[src/rtl/fir_dma_master_if.sv]
// Avalon-MM-style master bus bundle used by fir_dma_master.
interface fir_dma_master_if #(
   parameter int ADDR_W = 32
);
   logic [ADDR_W-1:0] M_Address;
   logic              M_Read;
   logic              M_Write;
   logic [31:0]       M_WriteData;
   logic [31:0]       M_ReadData;
   logic              M_WaitRequest;

   modport master (
      output M_Address, M_Read, M_Write, M_WriteData,
      input  M_ReadData, M_WaitRequest
   );

   modport slave (
      input  M_Address, M_Read, M_Write, M_WriteData,
      output M_ReadData, M_WaitRequest
   );
endinterface

[src/rtl/fir_dma_master.sv]
// Bus master streaming memory samples through the FIR slave and back to memory.
// Define FIR_DMA_IRQ_EN to add the sticky Irq output and its IrqClear input.
module fir_dma_master #(
   parameter int                ADDR_W     = 32,
   parameter int                CNT_W      = 16,
   parameter logic [ADDR_W-1:0] FIR_X_ADDR = ADDR_W'(32'h0000_1004),
   parameter logic [ADDR_W-1:0] FIR_Y_ADDR = ADDR_W'(32'h0000_1008),
   parameter int                FIR_LAT    = 1
) (
   input  logic              clk,
   input  logic              RstN,
   input  logic              Start,
   input  logic [ADDR_W-1:0] SrcAddr,
   input  logic [ADDR_W-1:0] DstAddr,
   input  logic [CNT_W-1:0]  Count,
   output logic              Busy,
   output logic              Done,
   fir_dma_master_if.master  m
`ifdef FIR_DMA_IRQ_EN
   ,
   output logic              Irq,
   input  logic              IrqClear
`endif
);

   typedef enum logic [2:0] {
      IDLE, RD_SRC, WR_X, SETTLE, RD_Y, WR_DST, DONE
   } state_e;

   localparam logic [3:0] SETTLE_LOAD = (FIR_LAT > 0) ? 4'(FIR_LAT - 1) : 4'd0;

   state_e            state_q, state_d;
   logic [ADDR_W-1:0] src_q, src_d;
   logic [ADDR_W-1:0] dst_q, dst_d;
   logic [CNT_W-1:0]  cnt_q, cnt_d;
   logic [7:0]        sample_q, sample_d;
   logic [23:0]       result_q, result_d;
   logic [3:0]        settle_q, settle_d;

   logic              rd_q, rd_d;
   logic              wr_q, wr_d;
   logic [ADDR_W-1:0] addr_q, addr_d;
   logic [31:0]       wdata_q, wdata_d;
   logic              busy_q, busy_d;
   logic              done_q, done_d;

   logic              unused_rdata;
   assign unused_rdata = ^m.M_ReadData[31:24];

   // NOTE: every signal driven here gets a default first, so no latch is inferred.
   always_comb begin
      state_d  = state_q;
      src_d    = src_q;
      dst_d    = dst_q;
      cnt_d    = cnt_q;
      sample_d = sample_q;
      result_d = result_q;
      settle_d = settle_q;

      case (state_q)
         IDLE: begin
            if (Start) begin
               src_d   = SrcAddr;
               dst_d   = DstAddr;
               cnt_d   = Count;
               state_d = (Count == '0) ? DONE : RD_SRC;
            end
         end
         RD_SRC: begin
            if (!m.M_WaitRequest) begin
               sample_d = m.M_ReadData[7:0];
               state_d  = WR_X;
            end
         end
         WR_X: begin
            if (!m.M_WaitRequest) begin
               settle_d = SETTLE_LOAD;
               state_d  = (FIR_LAT == 0) ? RD_Y : SETTLE;
            end
         end
         SETTLE: begin
            if (settle_q == 4'd0) begin
               state_d = RD_Y;
            end else begin
               settle_d = settle_q - 4'd1;
            end
         end
         RD_Y: begin
            if (!m.M_WaitRequest) begin
               result_d = m.M_ReadData[23:0];
               state_d  = WR_DST;
            end
         end
         WR_DST: begin
            if (!m.M_WaitRequest) begin
               src_d   = src_q + ADDR_W'(4);
               dst_d   = dst_q + ADDR_W'(4);
               cnt_d   = cnt_q - CNT_W'(1);
               state_d = (cnt_q == CNT_W'(1)) ? DONE : RD_SRC;
            end
         end
         DONE:    state_d = IDLE;
         default: state_d = IDLE;
      endcase
   end

   // Bus request for the next state is registered, so it is stable while stalled.
   always_comb begin
      rd_d    = 1'b0;
      wr_d    = 1'b0;
      addr_d  = '0;
      wdata_d = '0;
      case (state_d)
         RD_SRC: begin
            rd_d   = 1'b1;
            addr_d = src_d;
         end
         WR_X: begin
            wr_d    = 1'b1;
            addr_d  = FIR_X_ADDR;
            wdata_d = {24'b0, sample_d};
         end
         RD_Y: begin
            rd_d   = 1'b1;
            addr_d = FIR_Y_ADDR;
         end
         WR_DST: begin
            wr_d    = 1'b1;
            addr_d  = dst_d;
            wdata_d = {8'b0, result_d};
         end
         default: ;
      endcase
   end

   // Status lags the state by one cycle: Done lands 5N+1 edges after Start.
   assign busy_d = (state_q != IDLE) && (state_q != DONE);
   assign done_d = (state_q == DONE);

   // NOTE: sequential state uses non-blocking assignments so every register updates together.
   always_ff @(posedge clk or negedge RstN) begin
      if (!RstN) begin
         state_q  <= IDLE;
         src_q    <= '0;
         dst_q    <= '0;
         cnt_q    <= '0;
         sample_q <= '0;
         result_q <= '0;
         settle_q <= '0;
         rd_q     <= 1'b0;
         wr_q     <= 1'b0;
         addr_q   <= '0;
         wdata_q  <= '0;
         busy_q   <= 1'b0;
         done_q   <= 1'b0;
      end else begin
         state_q  <= state_d;
         src_q    <= src_d;
         dst_q    <= dst_d;
         cnt_q    <= cnt_d;
         sample_q <= sample_d;
         result_q <= result_d;
         settle_q <= settle_d;
         rd_q     <= rd_d;
         wr_q     <= wr_d;
         addr_q   <= addr_d;
         wdata_q  <= wdata_d;
         busy_q   <= busy_d;
         done_q   <= done_d;
      end
   end

   assign m.M_Read      = rd_q;
   assign m.M_Write     = wr_q;
   assign m.M_Address   = addr_q;
   assign m.M_WriteData = wdata_q;
   assign Busy          = busy_q;
   assign Done          = done_q;

`ifdef FIR_DMA_IRQ_EN
   logic irq_q;

   // Set wins over clear when both land on the same edge.
   always_ff @(posedge clk or negedge RstN) begin
      if (!RstN) begin
         irq_q <= 1'b0;
      end else if (state_q == DONE) begin
         irq_q <= 1'b1;
      end else if (IrqClear) begin
         irq_q <= 1'b0;
      end
   end

   assign Irq = irq_q;
`endif

endmodule

[src/flat_wrapper.sv]
// flat-port wrapper written by rule: the top's interface ports become plain ports
module fir_dma_master_flat 
#(
   parameter int                ADDR_W     = 32,
   parameter int                CNT_W      = 16,
   parameter logic [ADDR_W-1:0] FIR_X_ADDR = ADDR_W'(32'h0000_1004),
   parameter logic [ADDR_W-1:0] FIR_Y_ADDR = ADDR_W'(32'h0000_1008),
   parameter int                FIR_LAT    = 1
)
  (clk, RstN, Start, SrcAddr, DstAddr, Count, Busy, Done, m_M_Address, m_M_Read, m_M_Write, m_M_WriteData, m_M_ReadData, m_M_WaitRequest);
  fir_dma_master_if #(.ADDR_W(ADDR_W)) m_i ();
  input  logic clk;
  input  logic RstN;
  input  logic Start;
  input  logic [ADDR_W-1:0] SrcAddr;
  input  logic [ADDR_W-1:0] DstAddr;
  input  logic [CNT_W-1:0] Count;
  output logic Busy;
  output logic Done;
  output wire logic [$bits(m_i.M_Address)-1:0] m_M_Address;
  output wire logic [$bits(m_i.M_Read)-1:0] m_M_Read;
  output wire logic [$bits(m_i.M_Write)-1:0] m_M_Write;
  output wire logic [$bits(m_i.M_WriteData)-1:0] m_M_WriteData;
  input wire logic [$bits(m_i.M_ReadData)-1:0] m_M_ReadData;
  input wire logic [$bits(m_i.M_WaitRequest)-1:0] m_M_WaitRequest;
  assign m_M_Address = m_i.M_Address;
  assign m_M_Read = m_i.M_Read;
  assign m_M_Write = m_i.M_Write;
  assign m_M_WriteData = m_i.M_WriteData;
  assign m_i.M_ReadData = m_M_ReadData;
  assign m_i.M_WaitRequest = m_M_WaitRequest;
  fir_dma_master #(.ADDR_W(ADDR_W), .CNT_W(CNT_W), .FIR_X_ADDR(FIR_X_ADDR), .FIR_Y_ADDR(FIR_Y_ADDR), .FIR_LAT(FIR_LAT)) u_core (.clk(clk), .RstN(RstN), .Start(Start), .SrcAddr(SrcAddr), .DstAddr(DstAddr), .Count(Count), .Busy(Busy), .Done(Done), .m(m_i));
endmodule
[config.mk]
export PLATFORM = sky130hd
export DESIGN_NAME = fir_dma_master_flat
export DESIGN_NICKNAME = d
export VERILOG_FILES = /design/src/rtl/fir_dma_master_if.sv /design/src/rtl/fir_dma_master.sv /design/src/flat_wrapper.sv
export SDC_FILE = /design/constraint.sdc
export NUM_CORES = 1
export LEC_CHECK = 0
export BUFFER_PORTS_ARGS = -buffer_cell sky130_fd_sc_hd__buf_2
export CORE_UTILIZATION = 48
export DETAILED_ROUTE_END_ITERATION = 6
export PLACE_DENSITY = 0.77
export SYNTH_ARGS = -nofsm -noshare
export SYNTH_HDL_FRONTEND = slang
export SYNTH_SLANG_ARGS = --single-unit
[constraint.sdc]
create_clock -name clk -period 3.6 [get_ports clk]
set_clock_uncertainty 0.1 [all_clocks]
set_input_delay 0.9 -clock clk [delete_from_list [all_inputs] [get_ports clk]]
set_output_delay 0.9 -clock clk [all_outputs]
set_load 0.005 [all_outputs]
==> flow_summary.toml <==
[place]
port_buffers = 167
weighted_congestion_reported_at_the_end_of_routability_driven_placement = 0.8874
dp_hpwl_um = 17520

[finish]
nets = 1222
areaGrowthSynthToFinish_pct = 18.14
multiInputGateArea_um2 = 4349
area.sequential_um2 = 4479
share_of_post_route_cells_with_drive_strength_above_1_pct = 25.61
layout.filler_cells = 1628
most-common-layout-cells = "sky130_fd_sc_hd__dfrtp_1 (179), sky130_fd_sc_hd__buf_2 (166), sky130_fd_sc_hd__nand2_1 (106)"
layout_commonest_cell = "sky130_fd_sc_hd__dfrtp_1"

[logic_synthesis]
postSynth.asyncResetShare_pct = 100.0
post_synth_fa_ha_maj_area_fraction_pct = 0.8191
synth_seq_cells = 179
synth_compound_gate_area_share_pct = 17.52
synth_area_um2 = 9165
synth_xor_xnor_area_share_pct = 0.7645
post_synth_and_or_nand_nor_area_fraction_pct = 23.60
synth_top_family_by_area = "simple AND/OR/NAND/NOR gates"
edff_count_synth = 0
yosys.cell_types.count = 73
synth_seq_area_share_pct = 48.87
yosys_most_used_dff = "sky130_fd_sc_hd__dfrtp_1"
ys.warnings.count = 0
multiplexer_fraction_of_the_synthesized_cell_area_pct = 4.150
postSynthAreaPerCell_um2 = 9.597
postSynthCellCount = 955

[grt]
grt.total_usage_pct = 26.44
antenna_found_initial = 6
globalRouteOverflowTotal = 0
global_route_wire_length_before_repair_um = 40620
maximum_number_of_pins_on_one_net_before_global_route_repair = 76
vias_in_the_first_global_route = 7836

[critical_path]
cp.arrival_ns = 3.11
timing.critical_path.from_type = "flip-flop"
worstPathBufferInverterCount = 1
worst_path_largest_cell_delay_ns = 0.57
timing.critical_path.fanout_max = 40
critical_path.top_delay_family = "simple AND/OR/NAND/NOR gates"
timing.critical_path.slowest_stage_cell = "sky130_fd_sc_hd__nor3_1"
worst_ep_required_time_ns = 3.81
path_class = "reg -> reg"
critical_path.most_common_cell = "sky130_fd_sc_hd__nor3_1"
setup.worst_path.end_class = "flip-flop"
crit_chain = "nor3_1 > nand2_1 > nor3_1 > o211ai_1 > buf_4 > and4b_1 > a211o_1"

[sta]
maxSlewHeadroom_pct = 37.01
maxClockFrequency_mhz = 345.4
timing.final.setup_violations = 0
period_minus_slack_ns = 2.895
drv_slew = 0
hold_viol_final = 0
rsz0062_at_grt = "false"
setup_tns_ns = 0
tightestPinTransition_ns = 0.9362
finalCritPeriodShare_pct = 80.41

[drt]
routed_via_density = 6.078
drt-wirelength-per-cell_um = 18.69
route.final.wire_length_um = 25250
drtPass1Iterations = 5
initialDrtViolationCount = 819
dr_total_vias = 8211
drcViolationCount = 0
postRouteAntennaNets = 0

[clock_network]
cts_htree_levels = 4
insertion_delay_ns = 0.43
tritoncts = "built"
cts_root_buf = "sky130_fd_sc_hd__clkbuf_16"
cts_resized = 0
cts.repair_timing.setup_buffer_count = 0
cts_max_path_buffers = 2
clock_buffer_count_from_cts = 17
cts_num_sinks = 179
cts_hold_buffers = 0
cts.clk_slew.worst_paths_ns = 0.07

[status]
run_status = "finished, final reports clean"

[power]
p_leak_nw = 5.173
vdd.ir_drop.worst_mv = 0.5717
power_w = 0.008947
power_density_nw_per_um2 = 826.3

[floorplan]
num_rows = 50
pin_count = 184
design.core.area_um2 = 18710
die_area_um2 = 19650
effective_utilization_at_floorplan_pct = 49.00
die_width_um = 140.2
die_y_um = 140.2

[job]
maxCapViolations = 0

[min_path]
holdCritPathClass = "in -> async"
power breakdown:
group | internal, W | total, W | switching, W | leakage (nW)
combinational | 0.00148 | 0.00359 | 0.00211 | 2.63
clock | 0.00102 | 0.00179 | 0.000766 | 0.272
sequential | 0.00282 | 0.00357 | 0.000744 | 2.27
worst paths after layout:
kind                       slack [ns]  cells past startpoint             from                       to
max                              0.71                      7  u_core.cnt_q[4]   u_core.m.M_Address[12]
max in group asynchronous        2.24                      2             RstN  u_core.m.M_WriteData[5]
min                              0.33                      1             RstN         u_core.dst_q[13]
max reg2reg                      0.71                      7  u_core.cnt_q[4]   u_core.m.M_Address[12]
min in group clk                 0.37                      2  u_core.dst_q[1]          u_core.dst_q[1]
min reg2reg                      0.37                      2  u_core.dst_q[1]          u_core.dst_q[1]
final cells by class:
cell class | instances | share of cell area [%]
clock buffers | 24 | 4.541
repair buffers | 195 | 9.834
inverters | 17 | 0.5893
flip-flops and latches | 179 | 41.37
multi-input cells | 690 | 40.17
well taps | 234 | 2.704
diodes | 4 | 0.09244
clock inverters | 8 | 0.7049
metal layers:
metal	global-route usage [%]	vias up	share of wire [%]	routed length, um
li1	-	3838	-	-
met1	35.61	3974	42	10730
met2	40.76	331	47	11910
met3	6.291	66	7.0	1756
met4	11.57	2	3.3	844
met5	0	-	0.032	8
logic make-up after synthesis:
kind of cell	after synthesis
and+or+nand+nor	408
xor gates and xnor gates	8
other	1
adders and majority gates	6
buffers and inverters	93
DFF	179
muxes	34
AOI/OAI and AO/OA	226
state kept, by name (all words and copies together) (netlist names):
name and count:
u_core.state_q 3, u_core.dst_q 32, u_core.m.M_Write 1, u_core.m.M_Read 1, u_core.cnt_q 16, u_core.Busy 1, u_core.sample_q 8, u_core.src_q 32
u_core.result_q 24, u_core.Done 1, u_core.m.M_WriteData 24, u_core.m.M_Address 32, u_core.settle_q 4
cells in the mapped netlist, types with 3 or more instances:
library cell	count	area [um^2]
sky130_fd_sc_hd__a21oi_1	33	165.2
sky130_fd_sc_hd__ha_1	6	75.07
sky130_fd_sc_hd__a22oi_1	18	135.1
sky130_fd_sc_hd__nand2b_1	19	118.9
sky130_fd_sc_hd__o311ai_0	15	131.4
sky130_fd_sc_hd__xnor2_1	5	43.79
sky130_fd_sc_hd__a211o_1	4	35.03
sky130_fd_sc_hd__or2_2	12	75.07
sky130_fd_sc_hd__o221ai_1	3	26.28
sky130_fd_sc_hd__o211ai_1	12	90.09
sky130_fd_sc_hd__a32oi_1	7	61.31
sky130_fd_sc_hd__buf_2	4	20.02
sky130_fd_sc_hd__a31oi_1	8	50.05
sky130_fd_sc_hd__a41oi_1	3	26.28
sky130_fd_sc_hd__o211a_1	20	200.2
sky130_fd_sc_hd__and3_1	23	143.9
sky130_fd_sc_hd__buf_1	4	15.01
sky130_fd_sc_hd__o21a_1	4	30.03
sky130_fd_sc_hd__nor4_1	17	106.4
sky130_fd_sc_hd__nand3_1	62	310.3
sky130_fd_sc_hd__nor2b_1	5	31.28
sky130_fd_sc_hd__buf_4	9	67.56
sky130_fd_sc_hd__nor3_1	27	135.1
sky130_fd_sc_hd__or4_1	12	90.09
sky130_fd_sc_hd__dfrtp_1	179	4479
sky130_fd_sc_hd__and4b_1	4	40.04
sky130_fd_sc_hd__nand3b_1	3	22.52
sky130_fd_sc_hd__o22ai_1	7	43.79
sky130_fd_sc_hd__clkbuf_1	59	221.5
sky130_fd_sc_hd__xor2_1	3	26.28
sky130_fd_sc_hd__nor3b_1	7	52.55
sky130_fd_sc_hd__and4_1	8	70.07
sky130_fd_sc_hd__nand4_1	22	137.6
sky130_fd_sc_hd__mux2_2	32	360.4
sky130_fd_sc_hd__o21ai_0	51	255.2
sky130_fd_sc_hd__or3_1	5	31.28
sky130_fd_sc_hd__a21o_1	7	52.55
sky130_fd_sc_hd__inv_1	17	63.81
sky130_fd_sc_hd__nand2_1	106	397.9
sky130_fd_sc_hd__nor2_1	59	221.5
sky130_fd_sc_hd__a221o_1	7	70.07
sky130_fd_sc_hd__o31ai_1	3	22.52
per-stage QoR:
stage / area (um^2) / instances / util, % / setup slack (ns) / hold slack, ns
finish: 10830 / 1351 / 57.89 / 0.7052 / 0.3311
global route: 10820 / 1349 / 57.86 / 0.5103 / 0.3737
CTS: 10820 / 1347 / 57.83 / 0.7240 / 0.3525
detailed placement: 10250 / 1315 / 54.80 / 0.3689 / 0.3607
global placement: 10250 / 1315 / 54.80 / 0.3835 / 0.3562
floorplan: 9191 / 962 / - / 0.6115 / 0.3406
(Power assumes the default switching activity.)
